## src/rtl/hazard_ctrl.sv

```systemverilog
// rtl/hazard_ctrl.sv - pipeline sequencing controller (load-use stall, branch flush, memory-wait freeze)
//
// Purpose:
//   Sits beside decode of the 5-stage MIPS core. It watches ID, ID/EX and EX/MEM, and drives:
//   - the stage enables;
//   - the ID/EX bubble;
//   - the taken-branch flushes;
//   - the PC source select.
//   It also keeps saturating counts of inserted bubbles and of flushed branches.
//
// Ports:
//   clk, rst                      clock, synchronous active-high reset
//   id_opcode, id_rs, id_rt       fields of the instruction sitting in ID
//   ex_mem_read, ex_rt            LW indicator and destination register of the instruction in EX
//   mem_branch, mem_zero          BEQ in MEM and its ALU zero flag
//   mem_busy                      data memory not ready this cycle
//   pc_write, pc_src              PC load enable, 1 = branch target
//   if_id_write .. mem_wb_write   pipeline latch enables
//   id_ex_bubble                  zero the ID/EX control fields
//   flush_if_id/id_ex/ex_mem      clear the respective latch on this edge
//   state                         FSM state (debug): 0 RUN, 1 LU_STALL, 2 MEM_WAIT
//   stall_cnt, flush_cnt          saturating statistics
module hazard_ctrl #(
   parameter int LU_STALL_CYCLES = 1,
   parameter int CNT_W           = 16
) (
   input  logic             clk,
   input  logic             rst,
   input  logic [5:0]       id_opcode,
   input  logic [4:0]       id_rs,
   input  logic [4:0]       id_rt,
   input  logic             ex_mem_read,
   input  logic [4:0]       ex_rt,
   input  logic             mem_branch,
   input  logic             mem_zero,
   input  logic             mem_busy,
   output logic             pc_write,
   output logic             pc_src,
   output logic             if_id_write,
   output logic             id_ex_write,
   output logic             id_ex_bubble,
   output logic             ex_mem_write,
   output logic             mem_wb_write,
   output logic             flush_if_id,
   output logic             flush_id_ex,
   output logic             flush_ex_mem,
   output logic [1:0]       state,
   output logic [CNT_W-1:0] stall_cnt,
   output logic [CNT_W-1:0] flush_cnt
);

   typedef enum logic [1:0] {
      RUN      = 2'd0,
      LU_STALL = 2'd1,
      MEM_WAIT = 2'd2
   } state_t;

   localparam logic [5:0] OP_RTYPE = 6'b000000;
   localparam logic [5:0] OP_LW    = 6'b100011;
   localparam logic [5:0] OP_SW    = 6'b101011;
   localparam logic [5:0] OP_BEQ   = 6'b000100;

   localparam logic [2:0]       LU_RELOAD = 3'(LU_STALL_CYCLES - 1);
   localparam logic [CNT_W-1:0] CNT_MAX   = {CNT_W{1'b1}};

   state_t           state_q, state_d;
   state_t           saved_q, saved_d;
   state_t           eff_state;
   logic [2:0]       lu_q, lu_d;
   logic [2:0]       saved_lu_q, saved_lu_d;
   logic [2:0]       eff_lu;
   logic [CNT_W-1:0] stall_q, flush_q;
   logic             stall_inc, flush_inc;

   logic uses_rs, uses_rt, lu_hit, taken;

   // Register usage of the instruction in ID; NOP and unknown opcodes read nothing.
   always_comb begin
      uses_rs = (id_opcode == OP_RTYPE) || (id_opcode == OP_LW) ||
                (id_opcode == OP_SW)    || (id_opcode == OP_BEQ);
      uses_rt = (id_opcode == OP_RTYPE) || (id_opcode == OP_SW) ||
                (id_opcode == OP_BEQ);
   end

   assign lu_hit = ex_mem_read && (ex_rt != 5'd0) &&
                   ((uses_rs && (ex_rt == id_rs)) || (uses_rt && (ex_rt == id_rt)));
   assign taken  = mem_branch && mem_zero;

   // While frozen in MEM_WAIT, the pre-freeze state is what the rules act on once the
   // memory releases. This lets a single cycle both leave the wait and resume the stall
   // or branch handling.
   always_comb begin
      if (state_q == MEM_WAIT) begin
         eff_state = saved_q;
         eff_lu    = saved_lu_q;
      end else begin
         eff_state = state_q;
         eff_lu    = lu_q;
      end
   end

   always_comb begin
      pc_write     = 1'b1;
      pc_src       = 1'b0;
      if_id_write  = 1'b1;
      id_ex_write  = 1'b1;
      id_ex_bubble = 1'b0;
      ex_mem_write = 1'b1;
      mem_wb_write = 1'b1;
      flush_if_id  = 1'b0;
      flush_id_ex  = 1'b0;
      flush_ex_mem = 1'b0;
      state_d      = eff_state;
      lu_d         = eff_lu;
      saved_d      = saved_q;
      saved_lu_d   = saved_lu_q;
      stall_inc    = 1'b0;
      flush_inc    = 1'b0;

      if (rst) begin
         pc_write     = 1'b0;
         if_id_write  = 1'b0;
         id_ex_bubble = 1'b1;
         state_d      = RUN;
         lu_d         = 3'd0;
      end else if (mem_busy) begin
         // Freeze everything; a taken branch stays parked in EX/MEM until release.
         pc_write     = 1'b0;
         if_id_write  = 1'b0;
         id_ex_write  = 1'b0;
         ex_mem_write = 1'b0;
         mem_wb_write = 1'b0;
         state_d      = MEM_WAIT;
         lu_d         = lu_q;
         saved_d      = eff_state;
         saved_lu_d   = eff_lu;
      end else if (taken) begin
         pc_src       = 1'b1;
         flush_if_id  = 1'b1;
         flush_id_ex  = 1'b1;
         flush_ex_mem = 1'b1;
         state_d      = RUN;
         lu_d         = 3'd0;
         flush_inc    = 1'b1;
      end else if (eff_state == LU_STALL) begin
         // The bubble now occupies EX, so lu_hit is meaningless here; just count down.
         pc_write     = 1'b0;
         if_id_write  = 1'b0;
         id_ex_bubble = 1'b1;
         stall_inc    = 1'b1;
         lu_d         = eff_lu - 3'd1;
         state_d      = (eff_lu == 3'd1) ? RUN : LU_STALL;
      end else if (lu_hit) begin
         pc_write     = 1'b0;
         if_id_write  = 1'b0;
         id_ex_bubble = 1'b1;
         stall_inc    = 1'b1;
         if (LU_STALL_CYCLES > 1) begin
            lu_d    = LU_RELOAD;
            state_d = LU_STALL;
         end
      end
   end

   always_ff @(posedge clk) begin
      if (rst) begin
         state_q    <= RUN;
         saved_q    <= RUN;
         lu_q       <= 3'd0;
         saved_lu_q <= 3'd0;
         stall_q    <= '0;
         flush_q    <= '0;
      end else begin
         state_q    <= state_d;
         saved_q    <= saved_d;
         lu_q       <= lu_d;
         saved_lu_q <= saved_lu_d;
         if (stall_inc && (stall_q != CNT_MAX)) stall_q <= stall_q + 1'b1;
         if (flush_inc && (flush_q != CNT_MAX)) flush_q <= flush_q + 1'b1;
      end
   end

   assign state     = state_q;
   assign stall_cnt = stall_q;
   assign flush_cnt = flush_q;

endmodule

```

## config.mk

```make
export PLATFORM = sky130hd
export DESIGN_NAME = hazard_ctrl
export DESIGN_NICKNAME = d
export VERILOG_FILES = /design/src/rtl/hazard_ctrl.sv
export SDC_FILE = /design/constraint.sdc
export NUM_CORES = 1
export LEC_CHECK = 0
export BUFFER_PORTS_ARGS = -buffer_cell sky130_fd_sc_hd__buf_2
export CAP_MARGIN = 20
export CORE_MARGIN = 3
export CORE_UTILIZATION = 55
export DETAILED_ROUTE_END_ITERATION = 12
export PLACE_DENSITY = 0.85
export SYNTH_ARGS = -nofsm -noshare
export SYNTH_HDL_FRONTEND = slang
export SYNTH_SLANG_ARGS = --single-unit
```

## constraint.sdc

```tcl
create_clock -name clk -period 3.42 [get_ports clk]
set_input_delay 0.171 -clock clk [delete_from_list [all_inputs] [get_ports clk]]
set_output_delay 0.171 -clock clk [all_outputs]
set_load 0.05 [all_outputs]
```

# ---- Word level (Yosys, flattened, before mapping)
# Cells that the tools add are included.
dict set report totals {
  regBits 42
  out_inout_bits 44
  wordCells 60
}
dict set report classes {
  add_sub_neg 3
  eq_ne 10
  n_mux 24
  reduce_logical 16
}
# op count
set ops {}
lappend ops {{16-bit by 1-bit adder with 16-bit output, second input constant} 2}
lappend ops {{16-bit != test, second input constant} 2}
lappend ops {{1-bit two-way mux} 17}
lappend ops {{6-bit equality test, second input constant} 2}
lappend ops {{5-bit equality test} 2}
lappend ops {{3-bit two-way mux} 3}
lappend ops {{2-bit two-way mux} 4}
lappend ops {{1-bit logical AND} 7}
lappend ops {{6-bit by 3-bit equality test with 1-bit output, second input constant} 1}
lappend ops {{6-bit zero test} 1}
lappend ops {{1-bit logical OR} 6}
lappend ops {{5-bit nonzero test} 1}
lappend ops {{3-bit by 1-bit equality test with 1-bit output, second input constant} 1}
lappend ops {{3-bit OR reduction} 1}
lappend ops {{3-bit by 1-bit subtractor with 3-bit output, second input constant} 1}
lappend ops {{2-bit by 1-bit equality test with 1-bit output, second input constant} 1}
lappend ops {{2-bit equality test, second input constant} 1}

# ---- Logic depth before layout (Yosys ltp)
dict set report logic_depth {
  word_depth 13
  ltp_mapped 7
  mapped_depth_nobuf 7
}

# ---- Worst setup path after synthesis
# No wires, ideal clock.
dict set report synth_path {
  kind {reg2out}
  startpoint {register state_q[1], in the netlist state[1]}
  endpoint {output pc_write}
  t_arrival_ns 3.307
  t_required_ns 3.249
  setup_slack_ns -0.058
  stages_incl_launch_ff 7
  path_cell_list {dfxtp_1 > inv_1 > a21oi_1 > o41ai_4 > o21a_1 > a211oi_1 > buf_4}
}
dict set report synth_between {
  elab_chain_cells 7
}
# element line_no
set synth_rtl {}
lappend synth_rtl {{start: declaration} 66} ;# state_t state_q, state_d;
lappend synth_rtl {{start signal: assignment} 174} ;# state_q <= state_d;
lappend synth_rtl {{2-bit equality test} 93} ;# if (state_q == MEM_WAIT) begin
lappend synth_rtl {{2-bit two-way mux *} 93}
lappend synth_rtl {{2-bit by 1-bit equality test with 1-bit output *} 145} ;# end else if (eff_state == LU_STALL) begin
lappend synth_rtl {{1-bit two-way mux * (4 in series)} -}
lappend synth_rtl {{end: declaration} 37} ;# output logic pc_write,
# Mark *: on every way between the ends. The rest lies on a longest branch, timed or not.

# ---- Worst setup path in the final report
dict set report layout_path {
  startpoint {register state_q[1], in the netlist state[1]}
  endpoint {output if_id_write}
}
dict set report layout_between {
  elab_chain_cells 7
}
# element line_no
set layout_rtl {}
lappend layout_rtl {{2-bit equality test} 93}
lappend layout_rtl {{2-bit two-way mux *} 93}
lappend layout_rtl {{2-bit by 1-bit equality test with 1-bit output *} 145}
lappend layout_rtl {{1-bit two-way mux *} 145}
lappend layout_rtl {{1-bit two-way mux *} 137} ;# end else if (taken) begin
lappend layout_rtl {{1-bit two-way mux *} 126} ;# end else if (mem_busy) begin
lappend layout_rtl {{1-bit two-way mux *} 120} ;# if (rst) begin
lappend layout_rtl {{end: declaration} 39} ;# output logic if_id_write,
# Marks and branches as above.

==> impl_metrics.ini <==
[power]
power_switching_uw = 231
p_leak_uw = 0.00123
internal-power_uw = 688
p_seq_share_pct = 53.8
ir_drop_v = 0.000234
powerDensity_nw_per_um2 = 331
switching_share_pct = 25.1
combPwrFrac_pct = 11.1
pwr-share-clk_pct = 35.1

[critical_path]
crit_slowest_cell = a21oi_1
critical-path-max-stage-delay_ns = 0.47
crit_fanout = 8
r2r-end = stall_cnt[9]$_SDFFE_PP0P_
timing.rr.start = state[1]$_SDFF_PP0_
crit_arrival_ns = 2.35
rrSetupSlack_ns = 1.00
worstPathCellList = nor4bb_1, a21oi_1, o41ai_4, o21a_1, a211oi_2, buf_2
path_class = register to primary output
crit_start = state[1]$_SDFF_PP0_
cp_data_required_time_ns = 3.25
worst_setup_path_end_kind = primary output
cp-start-kind = register
ff2ff_path_depth = 6
endpoint = if_id_write

[clock_tree]
cts_tree = done
clk_latency_ns = 0.29
cts_made_buffers = 5
cts_buffer_depth = 2
cts-root-buf = clkbuf_8
cts_setup_buffers = 0
htreeDepth = 2
cts_resized = 0
ctsHoldBuffers = 0
clock-sinks = 42
clk_pin_slew_ns = 0.08

[sta]
fin_crit_sh_pct = 73.7
slew_viol_final = 0
setup_viol = 0
hold_violations = 0
skew_ns = 0.00575
fmax_mhz = 397
worst_pin_slew_ns = 0.742
period_needed_ns = 2.52
rsz0062_at_grt = no
post-route-worst-setup-slack_ns = 0.900
fin_setup_tns_ns = 0
slew_headroom_pct = 50.5

[die]
initial_core_util_pct = 57.7
core-area_um2 = 4060
pin_count = 71
die-area_um2 = 5080
dieWidth_um = 71.2
die_h_um = 71.2
fp-row-count = 23

[final_layout]
drive_gt1_share_pct = 26.5
num-nets-final = 370
fin_cells = 390
final_util_pct = 68.4
antennaDiodeCount = 0
syn_to_final_growth_pct = 18.5

[grt]
grt_pass1_wl_mm = 8.51
grt_max_degree = 43
antenna_found_initial = 0
grt_pass1_vias = 1982
grt_overflow = 0
grt.total_usage_pct = 20.6

[drt]
drt_iter0_drc = 114
wl_mm = 5.27
route.detailed.drc = 0
vias = 2254
wl_per_cell_um = 13.5
dr.pass1.iters = 4
viasPerCell = 5.78
final_antenna_net_count = 0

[place]
dp_slack_ns = 0.757
hpwl_mm = 3.80
portBuffers = 70
gp_congestion = 0.892
placedCellCount = 381

[synthesis]
avgSynthCellArea_um2 = 8.48
seq_area_frac_synth_pct = 35.9
synthArstFlopShare_pct = 0
yosys_warnings = 0
synth_ff_type = dfxtp_1
synthesis.area_um2 = 2340
synthesis.nets = 307
synth-edff-count = 0
ys_seq_elements = 42
post_synth_inst_count = 276
ys_types = 48

[flow_run]
max-cap-violations = 0

[run_status]
status = completed

[hold_path]
hold_class = primary input to register
hold_depth = 3
[metal layers]
| metal | track usage, % | vias up | wire [um] |
|---|---|---|---|
| met5 | 0 | - | 0 |
| met4 | 7.52 | 0 | 38 |
| met3 | 5.61 | 6 | 493 |
| met2 | 35.5 | 101 | 2610 |
| met1 | 24.6 | 1041 | 2130 |
| li1 | - | 1106 | - |
[synthesized netlist by cell type (2+ instances only)]
cell type / count / area [um^2]
dfxtp_1: 42 / 841
nor2b_1: 5 / 31.3
nor3_1: 3 / 15.0
or2_2: 2 / 12.5
o21a_1: 2 / 15.0
o21ai_0: 4 / 20.0
a211oi_1: 3 / 22.5
nand4_1: 8 / 50.1
o31ai_1: 5 / 37.5
ha_1: 4 / 50.1
mux2i_1: 7 / 70.1
inv_1: 10 / 37.5
mux2_2: 3 / 33.8
nor4_1: 5 / 31.3
and3_1: 7 / 43.8
nand2b_1: 3 / 18.8
mux2_1: 2 / 22.5
nor3b_1: 2 / 15.0
xor2_1: 13 / 114
clkbuf_1: 8 / 30.0
or4_1: 6 / 45.0
a21oi_1: 16 / 80.1
a22o_1: 3 / 26.3
buf_4: 6 / 45.0
and4_1: 3 / 26.3
nor2_1: 32 / 120
xnor2_1: 14 / 123
nand2_1: 23 / 86.3
nand3_1: 16 / 80.1
[cell usage in the layout (no fill, tap or decap), drive strengths merged, types with 6 or more instances in the layout]
cell / count
nand3: 16
and3: 7
nand2: 23
nor4: 7
nand4: 8
a21oi: 16
xor2: 13
mux2i: 7
dfxtp: 42
inv: 10
xnor2: 14
nor2: 32
o31ai: 6
or4: 6
clkbuf: 7
buf: 72
[power groups by stage]
stage          combinational, uW  sequential, uW  clock (uW)
2_1_floorplan               65.6             509           0
3_3_place_gp                98.7             505           0
3_5_place_dp                 101             505           0
4_1_cts                      102             494         333
5_1_grt                      110             494         354
6_report                     102             494         323
[how the worst min path moves through the flow]
stage                                          start                         end  slack, ns
after floorplan                             mem_busy     saved_q[1]$_SDFFE_PP0P_       0.35
after global placement    saved_lu_q[2]$_SDFFE_PP0P_  saved_lu_q[2]$_SDFFE_PP0P_       0.46
after detailed placement  saved_lu_q[2]$_SDFFE_PP0P_  saved_lu_q[2]$_SDFFE_PP0P_       0.47
after CTS                                        rst     saved_q[1]$_SDFFE_PP0P_       0.24
after global routing                             rst     saved_q[1]$_SDFFE_PP0P_       0.25
final                                       mem_busy  saved_lu_q[2]$_SDFFE_PP0P_       0.26
[logic make-up after synthesis]
| group | Yosys count | share of synthesized area (%) |
|---|---|---|
| AO/OA/AOI/OAI | 42 | 12.6 |
| buffers and inverters | 26 | 5.45 |
| adder cells (fa/ha/maj) | 4 | 2.14 |
| multiplexers | 12 | 5.40 |
| flip-flops | 42 | 35.9 |
| AND/OR/NAND/NOR | 123 | 28.4 |
| XOR/XNOR | 27 | 10.1 |
[worst max-delay path, delay by kind of cell (launching register included)]
kind	cells	cell delay, ns
buffers and inverters	1	0.30
AND/OR/NAND/NOR	1	0.16
flip-flops	1	0.37
AO/OA/AOI/OAI	4	1.23
[per-stage QoR]
| step | cell area (um^2) | power (uW) | hold slack, ns |
|---|---|---|---|
| floorplan | 2350 | 574 | 0.347 |
| global placement | 2680 | 604 | 0.459 |
| detailed placement | 2680 | 606 | 0.469 |
| CTS | 2770 | 928 | 0.240 |
| global route | 2780 | 959 | 0.253 |
| finish | 2780 | 919 | 0.257 |
[cell type report]
cell class                 instances  area (um^2)
clock buffer                       7         86.3
clock inverter                     1         5.00
fill                             343         1280
inverter                          10         37.5
multi-input combinational        208         1380
sequential                        42          841
tap                               50         62.6
timing repair buffer              72          365
[sequential cells by signal, indices dropped and copies added, names as in the netlist]
name and flops:
stall_cnt 16, flush_cnt 16, saved_lu_q 3, state 2
lu_q 3, saved_q 2
No activity file was read; power rests on OpenSTA's default activity.
